--- src/rtl/phase_diff_avg.sv ---
// Mean phase step estimator: averages 2^LOG2N wrapped phase differences per result.
// Each result is held on a valid/ready source port until the consumer takes it.
module phase_diff_avg #(
  parameter int LOG2N = 4
) (
  input  logic        clk,
  input  logic        rst_n,
  input  logic        sink_valid,
  output logic        sink_ready,
  input  logic [15:0] sink_phase,
  input  logic        sink_clear,
  output logic        source_valid,
  input  logic        source_ready,
  output logic [15:0] source_freq
);

  localparam int ACC_W = 16 + LOG2N;

  typedef enum logic [0:0] {
    EMPTY = 1'b0,
    RUN   = 1'b1
  } state_t;

  // Difference of two Q3.13 phases, folded back into [-pi, pi]; +/-pi pass unchanged.
  function automatic logic [15:0] wrap_diff(input logic [15:0] cur, input logic [15:0] prev);
    logic signed [16:0] d;
    d = $signed({cur[15], cur}) - $signed({prev[15], prev});
    if (d > 17'sd25736) begin
      d = d - 17'sd51472;
    end else if (d < -17'sd25736) begin
      d = d + 17'sd51472;
    end else begin
      d = d;
    end
    return d[15:0];
  endfunction

  state_t                    state_r, state_s;
  logic [15:0]               ref_r, ref_s;
  logic signed [ACC_W-1:0]   acc_r, acc_s;
  logic [LOG2N-1:0]          cnt_r, cnt_s;
  logic                      valid_r, valid_s;
  logic [15:0]               freq_r, freq_s;
  logic                      accept_s;
  logic [15:0]               diff_s;
  logic signed [ACC_W-1:0]   acc_sum_s;

  assign sink_ready   = ~valid_r | source_ready;
  assign source_valid = valid_r;
  assign source_freq  = freq_r;
  assign accept_s     = sink_valid & sink_ready;
  assign diff_s       = wrap_diff(sink_phase, ref_r);
  assign acc_sum_s    = acc_r + $signed({{LOG2N{diff_s[15]}}, diff_s});

  // Next-state: clear/reference handling, accumulation and result load.
  always_comb begin
    state_s = state_r;
    ref_s   = ref_r;
    acc_s   = acc_r;
    cnt_s   = cnt_r;
    freq_s  = freq_r;
    if (valid_r && source_ready) begin
      valid_s = 1'b0;
    end else begin
      valid_s = valid_r;
    end

    if (accept_s && sink_clear) begin
      // A clear with a coincident sample restarts with that sample as reference.
      state_s = RUN;
      ref_s   = sink_phase;
      acc_s   = '0;
      cnt_s   = '0;
    end else if (sink_clear) begin
      state_s = EMPTY;
      acc_s   = '0;
      cnt_s   = '0;
    end else if (accept_s) begin
      ref_s = sink_phase;
      case (state_r)
        EMPTY: begin
          state_s = RUN;
          acc_s   = '0;
          cnt_s   = '0;
        end
        RUN: begin
          if (cnt_r == {LOG2N{1'b1}}) begin
            // Floor division by N is the arithmetic-shift slice of the final sum.
            freq_s  = acc_sum_s[LOG2N+15:LOG2N];
            valid_s = 1'b1;
            acc_s   = '0;
            cnt_s   = '0;
          end else begin
            acc_s = acc_sum_s;
            cnt_s = cnt_r + LOG2N'(1);
          end
        end
        default: begin
          state_s = EMPTY;
          acc_s   = '0;
          cnt_s   = '0;
        end
      endcase
    end else begin
      state_s = state_r;
    end
  end

  // State and output registers with asynchronous reset.
  always_ff @(posedge clk or negedge rst_n) begin
    if (!rst_n) begin
      state_r <= EMPTY;
      ref_r   <= 16'h0000;
      acc_r   <= '0;
      cnt_r   <= '0;
      valid_r <= 1'b0;
      freq_r  <= 16'h0000;
    end else begin
      state_r <= state_s;
      ref_r   <= ref_s;
      acc_r   <= acc_s;
      cnt_r   <= cnt_s;
      valid_r <= valid_s;
      freq_r  <= freq_s;
    end
  end

endmodule

--- config.mk ---
export PLATFORM = sky130hd
export DESIGN_NAME = phase_diff_avg
export DESIGN_NICKNAME = d
export VERILOG_FILES = /design/src/rtl/phase_diff_avg.sv
export SDC_FILE = /design/constraint.sdc
export NUM_CORES = 1
export LEC_CHECK = 0
export BUFFER_PORTS_ARGS = -buffer_cell sky130_fd_sc_hd__clkbuf_2
export CAP_MARGIN = 15
export CORE_ASPECT_RATIO = 1.75
export CORE_MARGIN = 2
export CORE_UTILIZATION = 55
export DETAILED_ROUTE_END_ITERATION = 8
export GPL_TIMING_DRIVEN = 1
export HOLD_SLACK_MARGIN = 0.06
export MAX_ROUTING_LAYER = met4
export PLACE_DENSITY = 0.76
export SLEW_MARGIN = 10
export SYNTH_ARGS = -nofsm -noshare
export SYNTH_HDL_FRONTEND = slang
export SYNTH_SLANG_ARGS = --single-unit
--- constraint.sdc ---
create_clock -name clk -period 5.4 [get_ports clk]
set_input_delay 1.35 -clock clk [delete_from_list [all_inputs] [get_ports clk]]
set_output_delay 1.35 -clock clk [all_outputs]
set_load 0.005 [all_outputs]
; After elaboration in Yosys (flattened, before gate mapping)
; Cells that the tools add are included.
[word_totals]
ff_bits = 58
[op_classes]
n_addsub = 5
order_cmp = 2
n_eq_ne = 2
mux = 24
bitwise = 6
n_reduce_logical = 6
[ops]
columns = cell, count
row1 = $mux W16, 5
row2 = $mux W20, 4
row3 = $pmux W20 S2, 1
row4 = $add A20 B16 Y20, 1
row5 = $gt A17 B16 Y1 const B, 1
row6 = $lt A17 B16 Y1 const B, 1
row7 = $sub A16 B16 Y17, 1
row8 = $add A16 B15 Y16 const B, 1
row9 = $mux W4, 4
row10 = $sub A16 B15 Y16 const B, 1
row11 = $mux W1, 9
row12 = $pmux W4 S2, 1
row13 = $reduce_and A5 Y1, 1
row14 = $add A4 B1 Y4 const B, 1
row15 = $eq A4 B4 Y1 const B, 1
row16 = $not A1 Y1, 4
row17 = $reduce_bool A3 Y1, 1
row18 = $logic_and A1 B1 Y1, 2
row19 = $ne A2 B1 Y1 const B, 1
row20 = $reduce_and A2 Y1, 1
row21 = $reduce_bool A2 Y1, 1
row22 = $and A1 B1 Y1, 1
row23 = $or A1 B1 Y1, 1

; Logic depth before layout (Yosys ltp)
; Gate-level depths: netlist of run 1.
[depth]
word_depth = 10
depth_mapped = 29
depth_no_buf = 29

; Worst setup path before layout of run 1
; OpenSTA, ideal clock, no wires.
[synth_path]
path_kind = input to register
from = input sink_phase[0]
to = register freq_r[14], in the netlist source_freq[14]
arrival_ns = 6.063
slack_ns = -0.788
cell_stages = 24
path_buffers = 0
cell_sequence = inv_1 -> ha_1 -> inv_1 -> fa_1 -> a211oi_2 -> o21bai_1 -> mux2_1 -> or3_4 -> o211a_1 -> o21ai_1 -> a21oi_1 -> o21a_1 -> nor2_1 -> xnor2_1 -> ha_1 -> a21boi_0 -> o21ai_0 -> a21oi_1 -> a211oi_1 -> o31ai_1 -> or4_1 -> a31oi_1 -> xnor2_1 -> mux2_2
[synth_via]
elab_chain_cells = 5
elab_cells_between_ends = 8
classes_between = add/sub: 4 / order compare: 2 / mux: 2
[synth_rtl]
columns = element, line
row1 = from (decl), 10  ; input logic [15:0] sink_phase,
row2 = $sub A16 B16 Y17 (*), 27  ; d = $signed({cur[15], cur}) - $signed({prev[15], prev});
row3 = $add A16 B15 Y16 or $lt A17 B16 Y1 (tied branches), "31, 30"
row4 = $mux W16, 30  ; end else if (d < -17'sd25736) begin
row5 = $mux W16 (*), 28  ; if (d > 17'sd25736) begin
row6 = $add A20 B16 Y20 (*), 53  ; assign acc_sum_s = acc_r + $signed({{LOG2N{diff_s[15]}}, diff_s});
row7 = to (signal assigned), 124  ; freq_r <= freq_s;
row8 = to (decl), 43  ; logic [15:0] freq_r, freq_s;
; Mark *: on every way between the ends. The rest lies on a longest branch, timed or not.
; A chain may end at the register's enable or synchronous reset.

; Worst setup path in the final report of run 1
; Ends and elaborated chain as after synthesis.

==> results of run 1 <==
-- kinds of logic after synthesis --
kind of cell | after synthesis | synth area share [%]
buf+inv | 50 | 4.41
fa+ha+maj | 41 | 11.2
flops | 58 | 30.8
compound gates | 174 | 27.0
xor+xnor | 40 | 7.89
simple gates | 137 | 14.7
mux | 17 | 4.04
-- through the flow --
stage	setup slack (ns)	instances
after floorplan	-0.570	517
after global routing	-0.738	793
after CTS	-0.453	792
final	-0.513	793
after detailed placement	-0.960	772
after global placement	-0.796	772
-- timing repair --
item	4_1_cts	5_1_grt
endpoints found under the setup margin	23	26
setup buffers	4	1
cloned	0	0
gates resized for setup	23	18
pin swaps	30	8
-- layout by cell type, fill, tap and decap left out, types with 5 or more instances in the layout --
cell and count:
clkbuf_16 10, o211ai_1 6, nor3_1 8, inv_1 30
and3_1 6, a211oi_2 6, a21oi_2 8, o21ai_1 5
a31oi_1 7, nand2_1 39, nor2b_1 7, a21oi_1 15
a21o_1 10, o21a_1 5, clkbuf_2 37, o21ai_2 6
o21ai_0 39, a22oi_1 5, nand3_1 9, or3_1 6
xor2_1 8, dfrtp_1 58, xnor2_2 5, mux2_2 12
buf_4 124, xnor2_1 24, a211oi_1 5, ha_1 37
nand2b_1 7, a22o_1 16, nor2_1 25
-- flip-flops by register name, indices dropped and copies added, names as in the netlist --
name and flops:
source_freq 16, cnt_r 4, ref_r 16, state_r 1, source_valid 1, acc_r 20
-- report_power, final --
| part | internal, mW | switching [mW] |
|---|---|---|
| Clock | 0.440 | 0.200 |
| Combinational | 1.03 | 1.03 |
| Sequential | 0.495 | 0.0421 |
| Total | 1.96 | 1.27 |
-- cell type report --
| class | count | share of cell area [%] |
|---|---|---|
| clock buffer | 12 | 4.06 |
| clock inverter | 4 | 1.11 |
| inverter | 32 | 2.02 |
| multi-input combinational | 409 | 51.0 |
| sequential | 58 | 22.1 |
| tap | 115 | 2.19 |
| timing repair buffer | 163 | 17.6 |
-- path summary, 6_finish.rpt --
kind,start,end,slack [ns],cells after the start
max,sink_phase[0],source_freq[14]$_DFFE_PN0P_,-0.51,25
min reg2reg,cnt_r[3]$_DFFE_PN0P_,cnt_r[3]$_DFFE_PN0P_,0.48,1
max reg2reg,ref_r[0]$_DFFE_PN0P_,source_freq[14]$_DFFE_PN0P_,0.26,23
min,cnt_r[3]$_DFFE_PN0P_,cnt_r[3]$_DFFE_PN0P_,0.48,1
min in group asynchronous,rst_n,cnt_r[2]$_DFFE_PN0P_,1.18,2
max in group asynchronous,rst_n,acc_r[11]$_DFFE_PN0P_,3.74,2
-- layer usage --
metal,vias up,GRT usage [%],wire (um)
li1,2218,-,-
met1,2178,28.8,4760
met2,117,53.6,6930
met3,46,5.24,349
met4,0,13.6,491
met5,-,-,0
==> impl_metrics.json, run 1 <==
{
  "stdcell_area_sq_um": 6560,
  "synth_enable_flop_cells": 0,
  "cp.required_ns": 5.61,
  "synth_seq_area_share_pct": 30.8,
  "critPathCaptureType": "flop",
  "max_freq_ghz": 0.169,
  "rows": 44,
  "netlist_instances": 517,
  "htreeDepth": 3,
  "clockBufferDepth": 2,
  "wire_per_inst_um": 15.8,
  "grt-ovfl-total": 0,
  "cts_made_buffers": 9,
  "drc": 0,
  "vdd_drop_max_mv": 0.259,
  "finalCriticalPeriod_ns": 5.91,
  "antenna_left": 0,
  "die_x_um": 74.0,
  "wl_um": 12500,
  "yosys-top-cells-count": "58 x dfrtp_1, 44 x o21ai_0, 39 x ha_1, 39 x nand2_1, 32 x inv_1",
  "violations": "negative setup slack",
  "io_pins": 39,
  "crit_type": "in -> reg",
  "diodes": 0,
  "layout.nets": 735,
  "final_util_pct": 79.0,
  "seqCellArea_sq_um": 1450,
  "dp_hpwl_um": 9500,
  "cap_violations": 0,
  "power_density_nw_per_um2": 493,
  "die_h_um": 126,
  "slew_violations": 0,
  "gp_congestion": 0.942,
  "antenna_found_initial": 0,
  "cpPeakStageDelay_ns": 0.42,
  "cts_tree": "yes",
  "drtIter0Drc": 212,
  "grt_pass1_vias": 4904,
  "ctsHoldBuffers": 0,
  "cts_num_sinks": 58,
  "ys_ff_latch": 58,
  "cts-root-buf": "clkbuf_16",
  "clkTransAtPathRegs_ns": 0.05,
  "vias_per_cell": 5.75,
  "finalHoldViolations": 0,
  "crit_family": "compound AO/OA/AOI/OAI gates",
  "coreArea_sq_um": 8310,
  "grt_pass1_wl_um": 21200,
  "ys.flop_type": "dfrtp_1",
  "grt_max_degree": 59,
  "clock_latency_ns": 0.33,
  "crit_path_max_fanout": 6,
  "worst_pin_slew_ns": 1.05,
  "min_path_type": "reg -> reg",
  "initial_utilization_pct": 56.7,
  "grt_usage_pct": 29.4,
  "vias": 4559,
  "port_buffers": 38,
  "ys_async_sr_fraction_pct": 100,
  "critPathBufInv": 3,
  "die-area_sq_um": 9350,
  "ys_types": 66,
  "critPathLaunchType": "primary input",
  "avgSynthCellArea_sq_um": 9.11,
  "critPathSlowestCell": "or4_1",
  "synthesis.area_sq_um": 4710,
  "synth.most_common_cell": "dfrtp_1",
  "total_leakage_power_nw": 3.21,
  "worstPathArrival_ns": 6.12,
  "grt_setup_unrepaired": "yes",
  "relSlewSlack_pct": 30.2,
  "setup_ws_ns": -0.513,
  "multi_input_area_sq_um": 3340,
  "fin_hold_ws_ns": 0.479,
  "fin_setup_tns_ns": -5.34,
  "run_status": "complete, but fails checks",
  "yosys_warnings": 0,
  "finalClockSkew_ns": 0.00421,
  "synth_top_area_share_pct": 30.8,
  "setup_viol": 20,
  "drive_gt1_share_pct": 38.5,
  "ys_top_cells_by_area": "dfrtp_1 31%, ha_1 10%, xnor2_1 5.4%, o21ai_0 4.7%, mux2_2 3.6%",
  "total_power_mw": 3.24,
  "fin_crit_sh_pct": 109,
  "place_area_sq_um": 5990,
  "syn_to_final_growth_pct": 39.3,
  "n_fill_cell": 540,
  "syn-num-nets": 579,
  "first_pass_iters": 4,
  "synth_top_area_cell": "dfrtp_1"
}
Note: power is estimated with default switching activity, not from simulation.
==> run 2: changes to the inputs <==
CORE_UTILIZATION = 58   (was 55)
PLACE_DENSITY = 0.77   (was 0.76)
clock period = 6.8 ns   (was 5.4 ns; I/O delays follow)
==> impl_metrics.json, run 2 (synthesized netlist as in run 1, its figures left out) <==
{
  "grt-ovfl-total": 0,
  "largest_reg_flops": 20,
  "postCtsSetupRepairBufs": 0,
  "cts_num_sinks": 58,
  "grt_pass1_wl_um": 17700,
  "power_density_nw_per_um2": 379,
  "crit_type": "in -> reg",
  "critPathCaptureType": "flop",
  "cap_violations": 0,
  "max_freq_ghz": 0.156,
  "layout_commonest_cell": "dfrtp_1",
  "vdd_drop_max_mv": 0.181,
  "first_pass_iters": 4,
  "clockBufferDepth": 2,
  "io_pins": 39,
  "stdcell_area_sq_um": 5530,
  "grt_max_degree": 59,
  "min_path_type": "reg -> reg",
  "dp_slack_ns": -0.0314,
  "p_seq_share_pct": 20.2,
  "crit_path_max_fanout": 6,
  "dp_hpwl_um": 8120,
  "place_area_sq_um": 5190,
  "finalHoldViolations": 0,
  "htreeDepth": 3,
  "setup_ws_ns": 0.371,
  "drtIter0Drc": 162,
  "fin_hold_ws_ns": 0.495,
  "total_power_mw": 2.10,
  "worst_pin_slew_ns": 1.03,
  "cts_tree": "yes",
  "cts-root-buf": "clkbuf_16",
  "cp.required_ns": 7.01,
  "grt_pass1_vias": 3999,
  "wl_um": 10500,
  "finalCriticalPeriod_ns": 6.43,
  "port_buffers": 38,
  "slew_violations": 0,
  "diodes": 0,
  "run_status": "completed",
  "hold_depth": 2,
  "antenna_found_initial": 0,
  "rows": 43,
  "grt_usage_pct": 26.0,
  "critPathLaunchType": "primary input",
  "antenna_left": 0,
  "finalClockSkew_ns": 0.00698,
  "layout_common_cells": "58 x dfrtp_1, 43 x o21ai_0, 39 x nand2_1, 39 x ha_1, 38 x clkbuf_2",
  "die-area_sq_um": 8890,
  "clock_latency_ns": 0.34,
  "coreArea_sq_um": 7910,
  "drive_gt1_share_pct": 21.9,
  "syn_to_final_growth_pct": 17.4,
  "power_frac_comb_pct": 56.1,
  "gp_congestion": 0.896,
  "worstPathArrival_ns": 6.64,
  "reg2reg_depth": 22,
  "cts_made_buffers": 9,
  "layout.nets": 645,
  "drc": 0,
  "wire_per_inst_um": 15.5,
  "initial_utilization_pct": 59.6,
  "setup_viol": 0,
  "grt_setup_unrepaired": "yes",
  "die_x_um": 72.1,
  "internal_power_mw": 1.26,
  "p_sw_mw": 0.834,
  "fin_crit_sh_pct": 94.5,
  "n_fill_cell": 648,
  "clkTransAtPathRegs_ns": 0.05,
  "die_h_um": 123,
  "swShare_pct": 39.8,
  "ctsHoldBuffers": 0,
  "clkPwrFrac_pct": 23.7,
  "relSlewSlack_pct": 31.1,
  "total_leakage_power_nw": 2.66,
  "vias_per_cell": 6.02,
  "top_register": "acc_r",
  "vias": 4081
}
==> run 2: cell types whose count changed in the layout (fill, tap and decap cells not counted), moves of 4 or more <==
| cell | delta |
|---|---|
| a211oi_1 | +5 |
| a21oi_1 | +6 |
| a21oi_2 | -4 |
| buf_4 | -89 |
| mux2_4 | -4 |
| nor2_1 | +6 |
| nor2_2 | -4 |
| o21ai_0 | +4 |
| xnor2_1 | +5 |
| xnor2_2 | -5 |
==> run 2: area by class of cell <==
cell class / instances / area [sq um] / area share (%)
clock buffers: 12 / 246 / 4.45
inverters: 32 / 120 / 2.17
well taps: 90 / 113 / 2.04
multi-input cells: 409 / 3070 / 55.6
repair buffers: 73 / 453 / 8.19
flip-flops and latches: 58 / 1450 / 26.2
clock inverters: 4 / 75.1 / 1.36
==> run 2: worst paths after layout <==
| path | slack (ns) | start | to |
|---|---|---|---|
| min in group asynchronous | 1.51 | rst_n | cnt_r[0]$_DFFE_PN0P_ |
| max in group asynchronous | 4.80 | rst_n | source_freq[6]$_DFFE_PN0P_ |
| setup reg to reg | 1.52 | ref_r[0]$_DFFE_PN0P_ | source_freq[14]$_DFFE_PN0P_ |
| setup / recovery | 0.37 | sink_phase[0] | source_freq[14]$_DFFE_PN0P_ |
| hold / removal | 0.49 | source_freq[15]$_DFFE_PN0P_ | source_freq[15]$_DFFE_PN0P_ |
| hold reg to reg | 0.49 | source_freq[15]$_DFFE_PN0P_ | source_freq[15]$_DFFE_PN0P_ |
==> run 2: metal layers <==
layer  track usage (%)  wire, um
met5                 -         0
met4              14.5       430
met3              4.81       291
met2              44.9      5570
met1              27.3      4220
==> run 2: worst max-delay path: stages <==
cell	delay, ns
clkbuf_2	0.08
inv_1	0.06
ha_1	0.18
inv_1	0.06
fa_1	0.41
a211oi_2	0.22
o21bai_1	0.20
mux2_1	0.35
or3_4	0.35
o211a_1	0.21
o21ai_1	0.11
a21oi_1	0.11
o21a_1	0.20
buf_4	0.16
a22oi_1	0.21
xnor2_1	0.15
ha_1	0.29
and3_1	0.23
a211oi_2	0.28
o31ai_1	0.12
or4_1	0.40
a31oi_1	0.21
xnor2_1	0.10
mux2_2	0.26
==> run 2: per-stage QoR <==
| step | util [%] | std cells | setup TNS, ns |
|---|---|---|---|
| after floorplan | - | 517 | 0 |
| after global placement | 65.7 | 662 | 0 |
| after detailed placement | 65.7 | 662 | -0.0563 |
| after CTS | 69.8 | 678 | 0 |
| after global routing | 70.0 | 678 | -0.0335 |
| final | 70.0 | 678 | 0 |
==> run 2: power by group through the flow <==
stage | Combinational, mW | Clock (mW) | Sequential [mW]
2_1_floorplan | 0.834 | 0 | 0.418
3_3_place_gp | 1.12 | 0 | 0.429
3_5_place_dp | 1.16 | 0 | 0.429
4_1_cts | 1.16 | 0.503 | 0.424
5_1_grt | 1.31 | 0.517 | 0.428
6_report | 1.18 | 0.496 | 0.424
==> run 2: what timing repair did <==
item                                    4_1_cts  5_1_grt
endpoints found under the setup margin        0        4
hold endpoints to repair                      0        0
gates resized for setup                       0        4
